### src/rtl/cnn_layer_accel_fas_dout_wr.sv
// FAS output write channel: buffers dout beats and issues fixed-length write bursts.
// Optional ReLU on incoming words is enabled by defining CNN_LAYER_ACCEL_FAS_WR_RELU_EN.
module cnn_layer_accel_fas_dout_wr #(
  parameter int C_FAS_ID     = 0,
  parameter int C_SM_WR_ID   = 0,
  parameter int C_DATA_WIDTH = 32,
  parameter int C_ADDR_WIDTH = 32,
  parameter int C_BURST_LEN  = 16,
  parameter int C_FIFO_DEPTH = 32
) (
  input  logic                    clk,
  input  logic                    rst,
  input  logic                    cfg_valid,
  output logic                    cfg_ready,
  input  logic [C_ADDR_WIDTH-1:0] cfg_base_addr,
  input  logic [23:0]             cfg_num_words,
  input  logic                    din_valid,
  output logic                    din_ready,
  input  logic [C_DATA_WIDTH-1:0] din,
  output logic                    wr_req,
  input  logic                    wr_req_ack,
  output logic [3:0]              wr_req_id,
  output logic [3:0]              wr_req_fas_id,
  output logic [C_ADDR_WIDTH-1:0] wr_req_addr,
  output logic [8:0]              wr_req_len,
  output logic                    wr_data_valid,
  input  logic                    wr_data_ready,
  output logic [C_DATA_WIDTH-1:0] wr_data,
  output logic                    wr_data_last,
  output logic                    busy,
  output logic                    done
);

  localparam int AW = $clog2(C_FIFO_DEPTH);
  localparam int CW = AW + 1;
  localparam logic [CW-1:0] FULL = CW'(C_FIFO_DEPTH);
  localparam logic [C_ADDR_WIDTH-1:0] BYTES =
    C_ADDR_WIDTH'(C_DATA_WIDTH / 8);

  typedef enum logic [2:0] {
    S_IDLE,
    S_FILL,
    S_REQ,
    S_DATA,
    S_DONE
  } state_t;

  state_t                  state_q, state_d;
  logic [C_ADDR_WIDTH-1:0] addr_q, addr_d;
  logic [23:0]             rem_q, rem_d;
  logic [23:0]             in_rem_q, in_rem_d;
  logic [8:0]              beat_q, beat_d;
  logic [AW-1:0]           wr_ptr_q, wr_ptr_d;
  logic [AW-1:0]           rd_ptr_q, rd_ptr_d;
  logic [CW-1:0]           cnt_q, cnt_d;
  logic [C_DATA_WIDTH-1:0] mem_q [C_FIFO_DEPTH];

  logic [8:0]              burst;
  logic [C_DATA_WIDTH-1:0] din_w;
  logic                    active;
  logic                    fifo_full;
  logic                    fifo_empty;
  logic                    push;
  logic                    pop;
  logic                    buf_ok;

`ifdef CNN_LAYER_ACCEL_FAS_WR_RELU_EN
  // Negative words are clamped to zero on the way into the FIFO.
  always_comb begin
    din_w = din;
    if (din[C_DATA_WIDTH-1]) din_w = '0;
  end
`else
  assign din_w = din;
`endif

  // Current burst length: full burst or whatever remains.
  always_comb begin
    burst = 9'(C_BURST_LEN);
    if (rem_q < 24'(C_BURST_LEN)) burst = rem_q[8:0];
  end

  assign active     = (state_q == S_FILL) ||
                      (state_q == S_REQ)  ||
                      (state_q == S_DATA);
  assign fifo_full  = (cnt_q == FULL);
  assign fifo_empty = (cnt_q == '0);
  assign buf_ok     = ({{(16-CW){1'b0}}, cnt_q} >= {7'd0, burst});

  assign cfg_ready     = (state_q == S_IDLE);
  assign busy          = (state_q != S_IDLE);
  assign done          = (state_q == S_DONE);
  assign din_ready     = active && !fifo_full && (in_rem_q != '0);
  assign push          = din_valid && din_ready;
  assign wr_req        = (state_q == S_REQ);
  assign wr_req_id     = 4'(C_SM_WR_ID);
  assign wr_req_fas_id = 4'(C_FAS_ID);
  assign wr_req_addr   = wr_req ? addr_q : '0;
  assign wr_req_len    = wr_req ? burst : '0;
  assign wr_data_valid = (state_q == S_DATA) && !fifo_empty;
  assign wr_data       = wr_data_valid ? mem_q[rd_ptr_q] : '0;
  assign wr_data_last  = (state_q == S_DATA) && (beat_q == 9'd1);
  assign pop           = wr_data_valid && wr_data_ready;

  // FIFO pointer and occupancy update.
  always_comb begin
    wr_ptr_d = wr_ptr_q;
    rd_ptr_d = rd_ptr_q;
    cnt_d    = cnt_q;
    if (push) wr_ptr_d = wr_ptr_q + 1'b1;
    if (pop)  rd_ptr_d = rd_ptr_q + 1'b1;
    unique case ({push, pop})
      2'b10:   cnt_d = cnt_q + 1'b1;
      2'b01:   cnt_d = cnt_q - 1'b1;
      default: cnt_d = cnt_q;
    endcase
  end

  // Burst sequencing: fill, request, stream data, repeat until done.
  always_comb begin
    state_d  = state_q;
    addr_d   = addr_q;
    rem_d    = rem_q;
    in_rem_d = in_rem_q;
    beat_d   = beat_q;
    if (push) in_rem_d = in_rem_q - 24'd1;
    case (state_q)
      S_IDLE: begin
        if (cfg_valid) begin
          addr_d   = cfg_base_addr;
          rem_d    = cfg_num_words;
          in_rem_d = cfg_num_words;
          state_d  = (cfg_num_words == '0) ? S_DONE : S_FILL;
        end
      end
      S_FILL: begin
        if (buf_ok) state_d = S_REQ;
      end
      S_REQ: begin
        if (wr_req_ack) begin
          beat_d  = burst;
          state_d = S_DATA;
        end
      end
      S_DATA: begin
        if (pop) begin
          beat_d = beat_q - 9'd1;
          if (beat_q == 9'd1) begin
            addr_d  = addr_q + C_ADDR_WIDTH'(burst) * BYTES;
            rem_d   = rem_q - 24'(burst);
            state_d = (rem_q == 24'(burst)) ? S_DONE : S_FILL;
          end
        end
      end
      S_DONE: begin
        state_d = S_IDLE;
      end
      default: begin
        state_d = S_IDLE;
      end
    endcase
  end

  // Control and FIFO bookkeeping registers.
  always_ff @(posedge clk or negedge rst) begin
    if (!rst) begin
      state_q  <= S_IDLE;
      addr_q   <= '0;
      rem_q    <= '0;
      in_rem_q <= '0;
      beat_q   <= '0;
      wr_ptr_q <= '0;
      rd_ptr_q <= '0;
      cnt_q    <= '0;
    end else begin
      state_q  <= state_d;
      addr_q   <= addr_d;
      rem_q    <= rem_d;
      in_rem_q <= in_rem_d;
      beat_q   <= beat_d;
      wr_ptr_q <= wr_ptr_d;
      rd_ptr_q <= rd_ptr_d;
      cnt_q    <= cnt_d;
    end
  end

  // FIFO storage; contents are don't-care until written.
  always_ff @(posedge clk) begin
    if (push) mem_q[wr_ptr_q] <= din_w;
  end

endmodule

### config.mk
export PLATFORM = sky130hd
export DESIGN_NAME = cnn_layer_accel_fas_dout_wr
export DESIGN_NICKNAME = d
export VERILOG_FILES = /design/src/rtl/cnn_layer_accel_fas_dout_wr.sv
export SDC_FILE = /design/constraint.sdc
export NUM_CORES = 1
export LEC_CHECK = 0
export BUFFER_PORTS_ARGS = -buffer_cell sky130_fd_sc_hd__clkbuf_2
export CAP_MARGIN = 5
export CORE_MARGIN = 3
export CORE_UTILIZATION = 60
export CTS_CLUSTER_SIZE = 28
export DETAILED_ROUTE_END_ITERATION = 6
export MAX_ROUTING_LAYER = met4
export PLACE_DENSITY = 0.78
export SYNTH_ARGS = -nofsm -noshare
export SYNTH_HDL_FRONTEND = slang
export SYNTH_SLANG_ARGS = --single-unit
export TNS_END_PERCENT = 5
### constraint.sdc
create_clock -name clk -period 8.3 [get_ports clk]
set_input_delay 2.075 -clock clk [delete_from_list [all_inputs] [get_ports clk]]
set_output_delay 2.075 -clock clk [all_outputs]
set_load 0.02 [all_outputs]
==> impl_results.md, run 1 <==
* Sequential share of the synthesized area at 72.4%
* M3 GR Usage at 6.02%
* Run status: complete, no violations
* Layout cells sized above 1 at 27.8%
* Post-Synthesis Cells at 2406
* #FFs+latches synth at 1132
* Largest net degree at the start of global routing at 89
* Slew Limit Fails at 0
* DRT Pass-1 Iters at 6
* Worst slew pin tran at 1120 ps
* YS warnings at 0
* Final setup margin at 2170 ps
* Post-synth ARST share at 9.54%
* Drt drc at 0
* Fin cells at 3741
* CP Class: flip-flop to output pin
* Area of the multi-input gates at 12300 sq um
* Overall routed net length at 120 mm
* Routing usage on met1 at 40.4%
* Final worst-path cycle share at 73.9%
* CP arrival at 4060 ps
* Skew final at 36.1 ps
* Number of synthesized flops with an enable pin at 1024
* Initial antenna violation count at 2
* Max-cap viol count at 0
* Vias in the first global route at 25800
* Row cnt at 101
* RSZ-0062 raised after global routing: false
* GR peak layer: met2
* Core area at 76100 sq um
* Commonest non-fill, non-tap cells in the layout: edfxtp_1 (1024), mux4_2 (320), clkbuf_2 (168), nand2_1 (119), clkbuf_16 (110)
* Post-CTS Setup Inserts at 0
* Worst setup SP type: flip-flop
* # clock sinks at 1132
* TritonCTS Buffers at 110
* Root Buffer: clkbuf_16
* Layout area overhead at 12.6%
* DP Worst Slack at 2780 ps
* Rel. slew slack at 23.3%
* Grt total ovfl at 0
* Hold_buf cts at 0
* Die X at 283 microns
* Fillers at 4626
* R2R setup slack at 3470 ps
* Pwr/cell area at 338 nW/um^2
* DR vias/cell at 6.80
* GRT met2 Usage at 48.2%
* Num ports at 182
* Die area at 80300 sq um
* Final TNS setup at 0 ps
* Critical Path RT at 6230 ps
* CTS tree: yes
* Syn Area/Cell at 19.2 sq um
* Detailed-placement wirelength estimate at 59.2 mm
* Total global-route track usage at 30.9%
* Count of different cell masters after synthesis at 76
* Buffer depth of the longest clock path at 3
* Endpoints failing setup at 0
* Final hold vios at 0
* Per-cell routed wire length at 32.0 microns
* Predominant post-synthesis flop cell: edfxtp_1
* Vias at 25500
* Hold WC Path Type: flip-flop to flip-flop
* Die height at 283 microns
* Crit path capture type: output pin
* Largest fanout on the critical path at 51
* RePlAce Congestion at 0.902
* FMAX at 163 MHz
* Register area at 33500 sq um
* Post-CTS Resized at 0
* Most common cell after layout, fill and taps aside: edfxtp_1
* Pleak at 17.1 nW
* DRT iter0 DRCs at 3759
* Clk slew on worst S/H paths at 60 ps
* First-pass GRT wire length at 175 mm
* Max VDD drop at 0.232 mV
* Clk_lat worst skew at 700 ps
* H-tree depth at 3
* Antenna Nets Post-Route at 0
* Placed cells at 3531
* Initial Util at 60.7%
* Fin nets at 2739
* Number of port buffers at 169
* Tmin final at 6130 ps
* Mapped Area at 46200 sq um
==> metrics by stage <==
stage          utilization, %  instance area, sq um  hold slack (ps)  power (W)
2_1_floorplan               -                 46200              430     0.0111
3_3_place_gp             63.7                 48400              447     0.0125
3_5_place_dp             63.7                 48400              456     0.0127
4_1_cts                  68.4                 52000              471     0.0177
5_1_grt                  68.4                 52000              511     0.0183
6_report                 68.4                 52000              470     0.0176
==> registers in the layout (all words and copies together), names as in the netlist <==
name / flops
state_q: 3
rd_ptr_q: 5
cnt_q: 6
mem_q: 1024
in_rem_q: 24
wr_ptr_q: 5
rem_q: 24
addr_q: 32
beat_q: 9
==> cells in the mapped netlist (all sizes together) (8+ instances only) <==
library cell / instances / area [sq um]
a22o: 33 / 289
nor2: 113 / 424
a22oi: 9 / 67.6
or3: 16 / 101
nand4: 17 / 106
and2: 41 / 257
a311oi: 8 / 70.1
nand3: 26 / 130
and3: 8 / 50.1
xnor2: 24 / 210
buf: 54 / 313
a31oi: 16 / 100
o21ai: 74 / 370
nor4: 18 / 113
xor2: 15 / 131
nor3: 37 / 190
o22a: 9 / 78.8
dfrtp: 108 / 2700
a21oi: 45 / 229
clkbuf: 90 / 338
mux4: 320 / 7210
o211ai: 10 / 75.1
ha: 30 / 375
nand2: 120 / 458
edfxtp: 1024 / 30700
a211oi: 13 / 97.6
inv: 32 / 120
==> logic make-up (layout without fill, tap and decap cells) <==
group	after synthesis	after routing	synth area share, %
DFF	1132	1132	72.4
muxes	320	320	15.6
AOI/OAI and AO/OA	269	269	3.98
xor gates and xnor gates	39	39	0.740
adders and majority gates	32	32	0.900
and+or+nand+nor	435	435	4.62
other	2	21	0.0163
buffers and inverters	177	463	1.69
==> layer usage <==
layer / up-vias / wire [microns]
li1: 10300 / -
met3: 388 / 12800
met5: - / 0
met1: 13000 / 42100
met2: 1762 / 58800
met4: 0 / 6040
==> critical path, stage by stage, from the launching register on <==
cell and delay (ps):
dfrtp_4 1130, buf_4 690, mux4_2 590, mux4_2 460
a22o_1 280, clkbuf_2 170
==> final timing paths <==
path                              from      endpoint  cells past startpoint
max reg2reg                  rem_q[22]    addr_q[22]                     14
min reg2reg                  addr_q[0]     addr_q[0]                      2
max in group asynchronous          rst   wr_ptr_q[4]                      2
min in group asynchronous          rst  in_rem_q[13]                      1
max                        rd_ptr_q[0]   wr_data[31]                      5
min                          addr_q[0]     addr_q[0]                      2
==> cell type report <==
cell class	count	area share, %
Sequential cell	1132	64.4
Tap cell	1030	2.48
Clock buffer	141	5.52
Timing Repair Buffer	223	2.48
Clock inverter	66	1.32
Inverter	33	0.248
Antenna cell	3	0.0144
Multi-Input combinational cell	1113	23.6
==> power by group <==
group	internal, W	switching, W	leakage [nW]
clock	0.00277	0.00216	1.71
sequential	0.00675	0.000577	10.5
combinational	0.00240	0.00294	4.83
total	0.0119	0.00568	17.1
Note: power is estimated with default switching activity, not from simulation.
==> run 2, diff against run 1 <==
==> constraint.sdc (replaced) <==
create_clock -name clk -period 6.4 [get_ports clk]
set_input_delay 1.6 -clock clk [delete_from_list [all_inputs] [get_ports clk]]
set_output_delay 1.6 -clock clk [all_outputs]
set_load 0.02 [all_outputs]
==> impl_results.md, run 2 (synthesis results as in run 1) <==
* Run status: complete, no violations
* Tmin final at 5530 ps
* Initial Util at 60.7%
* RR Endpoint: mem_q[8][16]
* Grt total ovfl at 0
* R2R depth at 7
* Vias at 25600
* Max-cap viol count at 0
* FMAX at 181 MHz
* Final design utilization at 68.3%
* Overall routed net length at 120 mm
* Worst setup SP type: flip-flop
* Detailed-placement wirelength estimate at 64.1 mm
* Layout area overhead at 12.6%
* Rel. slew slack at 16.3%
* DR vias/cell at 6.85
* Pwr/cell area at 439 nW/um^2
* Vias in the first global route at 26500
* Hold_sp: addr_q[0]
* Crit path capture type: output pin
* Num ports at 182
* Root Buffer: clkbuf_16
* Worst slew pin tran at 1250 ps
* RSZ-0062 raised after global routing: false
* Commonest non-fill, non-tap cells in the layout: edfxtp_1 (1024), mux4_2 (320), clkbuf_2 (168), nand2_1 (119), clkbuf_16 (110)
* Final Power at 0.0228 W
* H-tree depth at 3
* Worst R2R Start: state_q[0]
* RePlAce Congestion at 0.922
* Largest Register: mem_q
* Hold Crit Depth at 2
* Skew final at 47.4 ps
* Number of port buffers at 169
* Final worst-path cycle share at 86.4%
* Layout cells sized above 1 at 27.9%
* Die X at 283 microns
* Per-cell routed wire length at 32.1 microns
* Post-CTS Setup Inserts at 0
* TritonCTS Buffers at 108
* Die area at 80300 sq um
* Critical Path, Cell by Cell: or4_1, o31ai_1, inv_1, and2_2, a22o_1, clkbuf_2
* Most common cell after layout, fill and taps aside: edfxtp_1
* Min-Delay Endpoint: addr_q[0]
* Die height at 283 microns
* Largest register FFs at 1024
* Critical Path RT at 4800 ps
* CP max stage delay at 660 ps
* Buffer depth of the longest clock path at 3
* First-pass GRT wire length at 179 mm
* Total global-route track usage at 31.3%
* Hold_buf cts at 0
* Final hold vios at 0
* Fillers at 4663
* Pleak at 17.1 nW
* Endpoints failing setup at 0
* Max VDD drop at 0.309 mV
* Worst path slowest cell: and2_2
* Row cnt at 101
* Slew Limit Fails at 0
* Core area at 76100 sq um
* DRT iter0 DRCs at 3494
* R2R setup slack at 1900 ps
* Initial antenna violation count at 3
* Post-CTS Resized at 0
* Drt drc at 0
* Antenna Nets Post-Route at 0
* CP Class: flip-flop to output pin
* Largest net degree at the start of global routing at 79
* Final TNS setup at 0 ps
* CP arrival at 3930 ps
* # clock sinks at 1132
* Largest registers: mem_q (1024), addr_q (32)
* Clk_lat worst skew at 700 ps
* Hold WC Path Type: flip-flop to flip-flop
* Clk slew on worst S/H paths at 60 ps
* Largest fanout on the critical path at 32
* Fin nets at 2745
* DRT Pass-1 Iters at 6
* CTS tree: yes
run 2: changes by cell type in the layout (fill, tap and decap cells not counted):
| cell | change |
|---|---|
| clkbuf_8 | +2 |
| diode_2 | -2 |
| clkinv_4 | -2 |
| bufinv_16 | -3 |
| clkinvlp_4 | -2 |
| clkinv_1 | -6 |
| buf_4 | +4 |
| clkbuf_1 | +1 |
| buf_12 | +4 |
| inv_8 | -1 |
run 2: worst max path at each step:
stage	start	endpoint	slack (ps)
floorplan	rd_ptr_q[0]	wr_data[0]	2440
global placement	cnt_q[1]	wr_data[25]	1570
detailed placement	cnt_q[1]	wr_data[25]	1550
CTS	cnt_q[1]	wr_data[25]	840
global route	cnt_q[1]	wr_data[25]	770
finish	cnt_q[1]	wr_data[25]	870
run 2: layout make-up:
class	count	area (sq um)	area share, %
diodes	1	2.50	0.00481
clock buffers	144	2900	5.58
multi-input cells	1113	12300	23.6
inverters	33	129	0.248
clock inverters	52	528	1.02
repair buffers	231	1400	2.70
flip-flops and latches	1132	33500	64.4
well taps	1030	1290	2.48
run 2: stage by stage:
stage | setup WS (ps) | std cells | cell area, sq um | hold WS [ps]
after floorplan | 2440 | 2422 | 46200 | 430
after global placement | 1570 | 3539 | 48600 | 447
after detailed placement | 1550 | 3539 | 48600 | 453
after CTS | 843 | 3735 | 52000 | 471
after global routing | 771 | 3736 | 52000 | 500
final | 871 | 3736 | 52000 | 469
run 2: where the power goes:
part           switching (W)  internal [W]  total (W)
clock network        0.00275       0.00348    0.00622
logic                0.00391       0.00316    0.00707
registers           0.000772       0.00876    0.00953
run 2: critical path, delay by kind of cell, from the launching register on:
family,cells,cell delay (ps)
simple gates,2,1240
compound gates,2,1110
buf+inv,2,450
flops,1,430
run 2: per-layer routing:
layer / track usage, % / wire length (microns)
met2: 50.5 / 60800
met5: - / 0
met1: 40.2 / 42300
met3: 5.59 / 11700
met4: 12.8 / 5200
